`config.mk`:
```
export PLATFORM = sky130hd
export DESIGN_NAME = serial_digit_adder
export DESIGN_NICKNAME = d
export VERILOG_FILES = /design/src/rtl/serial_digit_adder.sv
export SDC_FILE = /design/constraint.sdc
export NUM_CORES = 1
export LEC_CHECK = 0
export CAP_MARGIN = 20
export CORE_MARGIN = 2
export CORE_UTILIZATION = 54
export CTS_CLUSTER_DIAMETER = 30
export CTS_CLUSTER_SIZE = 14
export DETAILED_ROUTE_END_ITERATION = 16
export PLACE_DENSITY = 0.9
export SLEW_MARGIN = 20
export SYNTH_ARGS = -nofsm -noshare
export SYNTH_HDL_FRONTEND = slang
export SYNTH_SLANG_ARGS = --single-unit
```
`constraint.sdc`:
```
create_clock -name clk -period 5.64 [get_ports clk]
set_clock_uncertainty 0.15 [all_clocks]
set_input_delay 1.128 -clock clk [delete_from_list [all_inputs] [get_ports clk]]
set_output_delay 1.128 -clock clk [all_outputs]
set_load 0.01 [all_outputs]
```
`src/rtl/serial_digit_adder.sv`:
```
// Purpose : multi-cycle adder/subtractor, DIGIT bits per clock with a registered inter-slice carry.
// Latency : start accepted at edge k -> result and done pulse after edge k+NSLICE (NSLICE = WIDTH/DIGIT).
// Backpressure: none; start is ignored while busy, and a start held in DONE chains the next operation.
//
// Ports:
//   clk, reset_n        clock, asynchronous active-low reset
//   start, sub, a, b,   operation request; operands captured on the accepting edge
//   cin                 carry-in for add mode (ignored when sub = 1)
//   busy, done          busy while computing; done pulses for one cycle when the result updates
//   sum, cout, overflow result, carry out of the MSB (1 = no borrow for subtract), signed overflow
//
// Parameters: WIDTH >= 2, DIGIT >= 1, and DIGIT must divide WIDTH exactly.
module serial_digit_adder #(
   parameter int WIDTH = 8,
   parameter int DIGIT = 2
) (
   input  logic             clk,
   input  logic             reset_n,
   input  logic             start,
   input  logic             sub,
   input  logic [WIDTH-1:0] a,
   input  logic [WIDTH-1:0] b,
   input  logic             cin,
   output logic             busy,
   output logic             done,
   output logic [WIDTH-1:0] sum,
   output logic             cout,
   output logic             overflow
);

   localparam int NSLICE = WIDTH / DIGIT;
   localparam int CW     = (NSLICE > 1) ? $clog2(NSLICE) : 1;
   localparam logic [CW-1:0] LAST_CNT = CW'(NSLICE - 1);

   typedef enum logic [1:0] {
      IDLE = 2'd0,
      RUN  = 2'd1,
      DONE = 2'd2
   } state_t;

   state_t           state_q, state_d;
   logic [WIDTH-1:0] op_a_q, op_a_d;
   logic [WIDTH-1:0] op_b_q, op_b_d;
   logic             carry_q, carry_d;
   logic [CW-1:0]    cnt_q, cnt_d;
   logic [WIDTH-1:0] part_q, part_d;
   logic [WIDTH-1:0] sum_q, sum_d;
   logic             cout_q, cout_d;
   logic             ovf_q, ovf_d;
   logic             busy_q, busy_d;
   logic             done_q, done_d;

   // Slice datapath
   logic [DIGIT:0]   slice;
   logic             msb_cin;
   logic [WIDTH-1:0] part_next;
   logic [WIDTH-1:0] op_a_shift;
   logic [WIDTH-1:0] op_b_shift;

   assign slice = {1'b0, op_a_q[DIGIT-1:0]} + {1'b0, op_b_q[DIGIT-1:0]}
                + {{DIGIT{1'b0}}, carry_q};

   // Carry into the top bit of the slice: recover it from that bit's sum and inputs.
   // On the last slice this is the carry into the operand MSB.
   assign msb_cin = slice[DIGIT-1] ^ op_a_q[DIGIT-1] ^ op_b_q[DIGIT-1];

   // Result bits enter at the top of the partial register and move down, so after
   // NSLICE slices the first (least significant) slice sits at bit 0.
   generate
      if (DIGIT == WIDTH) begin : g_single
         assign part_next  = slice[DIGIT-1:0];
         assign op_a_shift = '0;
         assign op_b_shift = '0;
      end else begin : g_multi
         assign part_next  = {slice[DIGIT-1:0], part_q[WIDTH-1:DIGIT]};
         assign op_a_shift = {{DIGIT{1'b0}}, op_a_q[WIDTH-1:DIGIT]};
         assign op_b_shift = {{DIGIT{1'b0}}, op_b_q[WIDTH-1:DIGIT]};
      end
   endgenerate

   always_comb begin
      state_d = state_q;
      op_a_d  = op_a_q;
      op_b_d  = op_b_q;
      carry_d = carry_q;
      cnt_d   = cnt_q;
      part_d  = part_q;
      sum_d   = sum_q;
      cout_d  = cout_q;
      ovf_d   = ovf_q;

      case (state_q)
         IDLE, DONE: begin
            if (start) begin
               // Subtract is a + ~b + 1: invert B once here and seed the carry with 1.
               op_a_d  = a;
               op_b_d  = sub ? ~b : b;
               carry_d = sub ? 1'b1 : cin;
               cnt_d   = '0;
               state_d = RUN;
            end else begin
               state_d = IDLE;
            end
         end
         RUN: begin
            op_a_d  = op_a_shift;
            op_b_d  = op_b_shift;
            carry_d = slice[DIGIT];
            part_d  = part_next;
            cnt_d   = cnt_q + CW'(1);
            if (cnt_q == LAST_CNT) begin
               sum_d   = part_next;
               cout_d  = slice[DIGIT];
               ovf_d   = msb_cin ^ slice[DIGIT];
               state_d = DONE;
            end
         end
         default: state_d = IDLE;
      endcase

      // Status outputs are registered copies of the next state.
      busy_d = (state_d == RUN);
      done_d = (state_d == DONE);
   end

   always_ff @(posedge clk or negedge reset_n) begin
      if (!reset_n) begin
         state_q <= IDLE;
         op_a_q  <= '0;
         op_b_q  <= '0;
         carry_q <= 1'b0;
         cnt_q   <= '0;
         part_q  <= '0;
         sum_q   <= '0;
         cout_q  <= 1'b0;
         ovf_q   <= 1'b0;
         busy_q  <= 1'b0;
         done_q  <= 1'b0;
      end else begin
         state_q <= state_d;
         op_a_q  <= op_a_d;
         op_b_q  <= op_b_d;
         carry_q <= carry_d;
         cnt_q   <= cnt_d;
         part_q  <= part_d;
         sum_q   <= sum_d;
         cout_q  <= cout_d;
         ovf_q   <= ovf_d;
         busy_q  <= busy_d;
         done_q  <= done_d;
      end
   end

   assign busy     = busy_q;
   assign done     = done_q;
   assign sum      = sum_q;
   assign cout     = cout_q;
   assign overflow = ovf_q;

endmodule

```
* Yosys cells after proc, flatten, opt, wreduce, memory -nomap -nowiden
Index checks and enable logic that the tools add are counted.
** Storage, ports and cells
- Flip-flop bits (word level) :: 41
- Output and inout bits :: 12
** Cells by class
- Add/subtract/negate cells :: 3
- Equality and inequality tests :: 6
- Mux-type cells :: 13
- Bitwise operators :: 4
- Reduce and logical (&&, ||, !) cells :: 5
** Operator list (number)
- $pmux W8 S2 :: 2
- $mux W8 :: 3
- $not A8 Y8 :: 1
- $pmux W2 S2 :: 2
- $eq A2 B2 Y1 const B :: 3
- $eq A2 B1 Y1 const B :: 2
- $mux W2 :: 2
- $reduce_and A2 Y1 :: 2
- $add A2 B2 Y3 :: 1
- $add A3 B1 Y3 :: 1
- $mux W1 :: 3
- $xor A1 B1 Y1 :: 3
- $add A2 B1 Y2 const B :: 1
- $logic_not A2 Y1 :: 1
- $ne A2 B2 Y1 const B :: 1
- $pmux W1 S2 :: 1
- $reduce_bool A2 Y1 :: 1
- $reduce_or A2 Y1 :: 1

* Longest topological paths before layout
- Depth in word-level cells :: 5
- Depth in mapped cells :: 6

* Worst setup path before layout
Ideal clock, no wire load.
- Path kind :: input to register
- Start :: in start
- End :: reg op_b_q[0]
- Library setup time :: 126 ps
- Arrival time :: 1805 ps
- Required time :: 5364 ps
- Setup slack :: 3559 ps
- Cell stages on the path :: 4
- Path buffers :: 1
- Path through :: nor2b_2 -> nor2_1 -> buf_2 -> a221o_1
** Between the ends
- Word-level cells in the longest chain between the ends :: 2
** Ends and longest elaborated chain
- from (decl) :: RTL line 19 : input logic start,
- $ne A2 B2 Y1 (no source line)
- $reduce_and A2 Y1 (no source line)
- to (signal assigned) :: RTL line 142 : op_b_q <= op_b_d;
- to (decl) :: RTL line 43 : logic [WIDTH-1:0] op_b_q, op_b_d;
No other way between the ends.
A chain may end at the register's enable or synchronous reset.

* Worst setup path after layout
- Start :: in start
- End :: reg op_b_q[2]
Same word-level chain as after synthesis.

==> metrics.csv <==
metric,value,unit
place_area,1980,um^2
postRouteAntennaNets,0,
port_buffers,32,
p_leak,0.937,nW
vias,1128,
holdPathStages,2,
slowest_stage,clkdlybuf4s50_1,
crit_path_max_incr_delay,470,ps
htree_levels,2,
period_minus_slack,2610,ps
synth_edf_count,0,
holdCritStartpoint,part_q[3],
yosys.area_share.simple,11.4,%
synth_common_cells,"dfrtp_1 (39), nand2_1 (22), o21ai_0 (10)",
irDropWorstVdd,0.247,mV
wl_per_cell,13.8,um
root_buffer,clkbuf_4,
cts_setup_buffers,0,
finalSetupViolCount,0,
cp.arrival,2690,ps
hold_ws,335,ps
die_y,59.7,um
slew_headroom,45.3,%
clk_path_buf_depth,2,
rsz0062_at_grt,no,
ys_ff_latch,39,
tightest_slew,821,ps
muxShareOfSynthArea,4.03,%
antenna_found_initial,0,
cp_num_buf_inv,1,
routed_via_density,5.42,
syn_area,1680,um^2
drtIter0Drc,35,
hpwl,2060,um
r2r_setup_slack,3550,ps
synthTopCellsByArea,"dfrtp_1 (58%), nand2_1 (4.9%), a221o_1 (4.8%)",
drc,0,
synth_top_family_by_area,compound AO/OA/AOI/OAI gates,
worstSkewPairLatency,330,ps
hp-class,reg2reg,
yosys_warnings,0,
pin_count,33,
clk_pin_slew,100,ps
finalMaxSlewViolations,0,
fin_area,2030,um^2
synth.most_common_cell,dfrtp_1,
synthesis.nets,169,
r2r_end,overflow,
clock.fmax,0.383,GHz
crit_chain,"clkdlybuf4s50_1, nor2b_2, nor2_1, a221o_1",
cp_top_family,simple AND/OR/NAND/NOR gates,
yosys.area.top_type,dfrtp_1,
path_class,in2reg,
fp.dieW,59.7,um
core.rowCount,20,
place_ws,2690,ps
grt_pass1_vias,1075,
grt_max_degree,40,
wirelength,2860,um
ff_latch_area,976,um^2
fin_nets,199,
synth-main-ff-cell,dfrtp_1,
syn_to_final_growth,21.3,%
syn_inst,145,
critPathMaxFanout,14,
grt_pass1_wl,4820,um
fill_cells,242,
synthArstFlopShare,100,%
r2r-start,op_a_q[0],
drt_pass1_iterations,4,
fp.coreArea,3000,um^2
syn_avg_cell_area,11.6,um^2
dieArea,3570,um^2
final_layout_size_suffix_gt1_share,9.14,%
cellPowerDensity,551,nW/um^2
grt-ovfl-total,0,
globalRouteTotalUtil,18.8,%
cts_tree,built,
start_kind,input port,
cts_buffers,5,
synth_xor_area_share,5.74,%
synth_compound_area_share,12.6,%
worst_slack,3030,ps
post_cts_resized,0,
status,completed,
finalSetupTns,0,ps
ys_types,23,
r2r_cells,6,
maxCapViolCount,0,
end_kind,flop,
setup.worst_path.start,start,
cts_hold_buf,0,
seq_area_frac_synth,58.2,%
start_util,55.9,%
cts.sinks,39,
finalHoldViolCount,0,
yosys.area_share.adder,3.13,%
min_to,part_q[3],
antenna_cells,0,
period_share,46.3,%
synth_top_area_share,58.2,%
globalplace.congestion,0.789,
crit_required,5720,ps
multi_input_area,619,um^2
logic make-up after synthesis:
| family | after synthesis |
|---|---|
| flip-flops | 39 |
| AO/OA/AOI/OAI | 28 |
| buffers and inverters | 16 |
| adder cells (fa/ha/maj) | 3 |
| AND/OR/NAND/NOR | 42 |
| XOR/XNOR | 11 |
| multiplexers | 6 |
placed cells by master (no fill, tap or decap), types with 4 or more instances in the layout:
cell type | netlist | layout
o21ai_0 | 10 | 10
nand2_1 | 22 | 22
xnor2_1 | 9 | 9
a221o_1 | 8 | 8
mux2_2 | 6 | 6
a22o_1 | 5 | 5
nor2_1 | 7 | 7
inv_1 | 7 | 7
dfrtp_1 | 39 | 39
nand3_1 | 6 | 6
clkbuf_4 | 0 | 5
clkdlybuf4s50_1 | 0 | 31
a22oi_1 | 4 | 4
sequential cells by signal, indices dropped and copies added (netlist names):
register  count
op_a_q        8
part_q        6
carry_q       1
sum           8
state_q       2
cnt_q         2
done          1
busy          1
overflow      1
cout          1
op_b_q        8
where the power goes:
group	switching (mW)	total (mW)	internal (mW)
registers	0.0770	0.485	0.408
logic	0.244	0.496	0.252
clock network	0.0831	0.141	0.0578
per-layer routing:
metal	GRT usage, %	share of wire [%]	vias up
met2	29.7	47	36
li1	-	-	554
met1	24.6	45	534
met4	5.71	1.1	0
met5	0	0	-
met3	6.49	6.3	4
area by class of cell:
cell class              instances  area share, %
inverters                       7           1.29
clock inverters                 1          0.246
clock buffers                   6           2.52
multi-input cells              90           30.4
repair buffers                 32           15.5
well taps                      33           2.03
flip-flops and latches         39           48.0
tightest hold or removal path, delay by kind of cell (launching register included):
kind             cells  cell delay, ps
flip-flops           1             350
AND/OR/NAND/NOR      2             110
stage by stage:
step,total power [mW],std cells,util [%]
finish,1.12,208,67.8
global route,1.22,208,67.8
CTS,1.13,208,67.8
detailed placement,0.993,201,65.9
global placement,0.961,201,65.9
floorplan,0.839,145,-
how the worst max path moves through the flow:
stage,endpoint,slack [ps],cells after the start
finish,op_b_q[2],3030,4
global route,op_b_q[4],2970,4
CTS,op_b_q[2],3070,4
detailed placement,op_b_q[2],2690,4
global placement,op_b_q[1],2770,4
floorplan,op_b_q[0],3560,4
(Power assumes the default switching activity.)
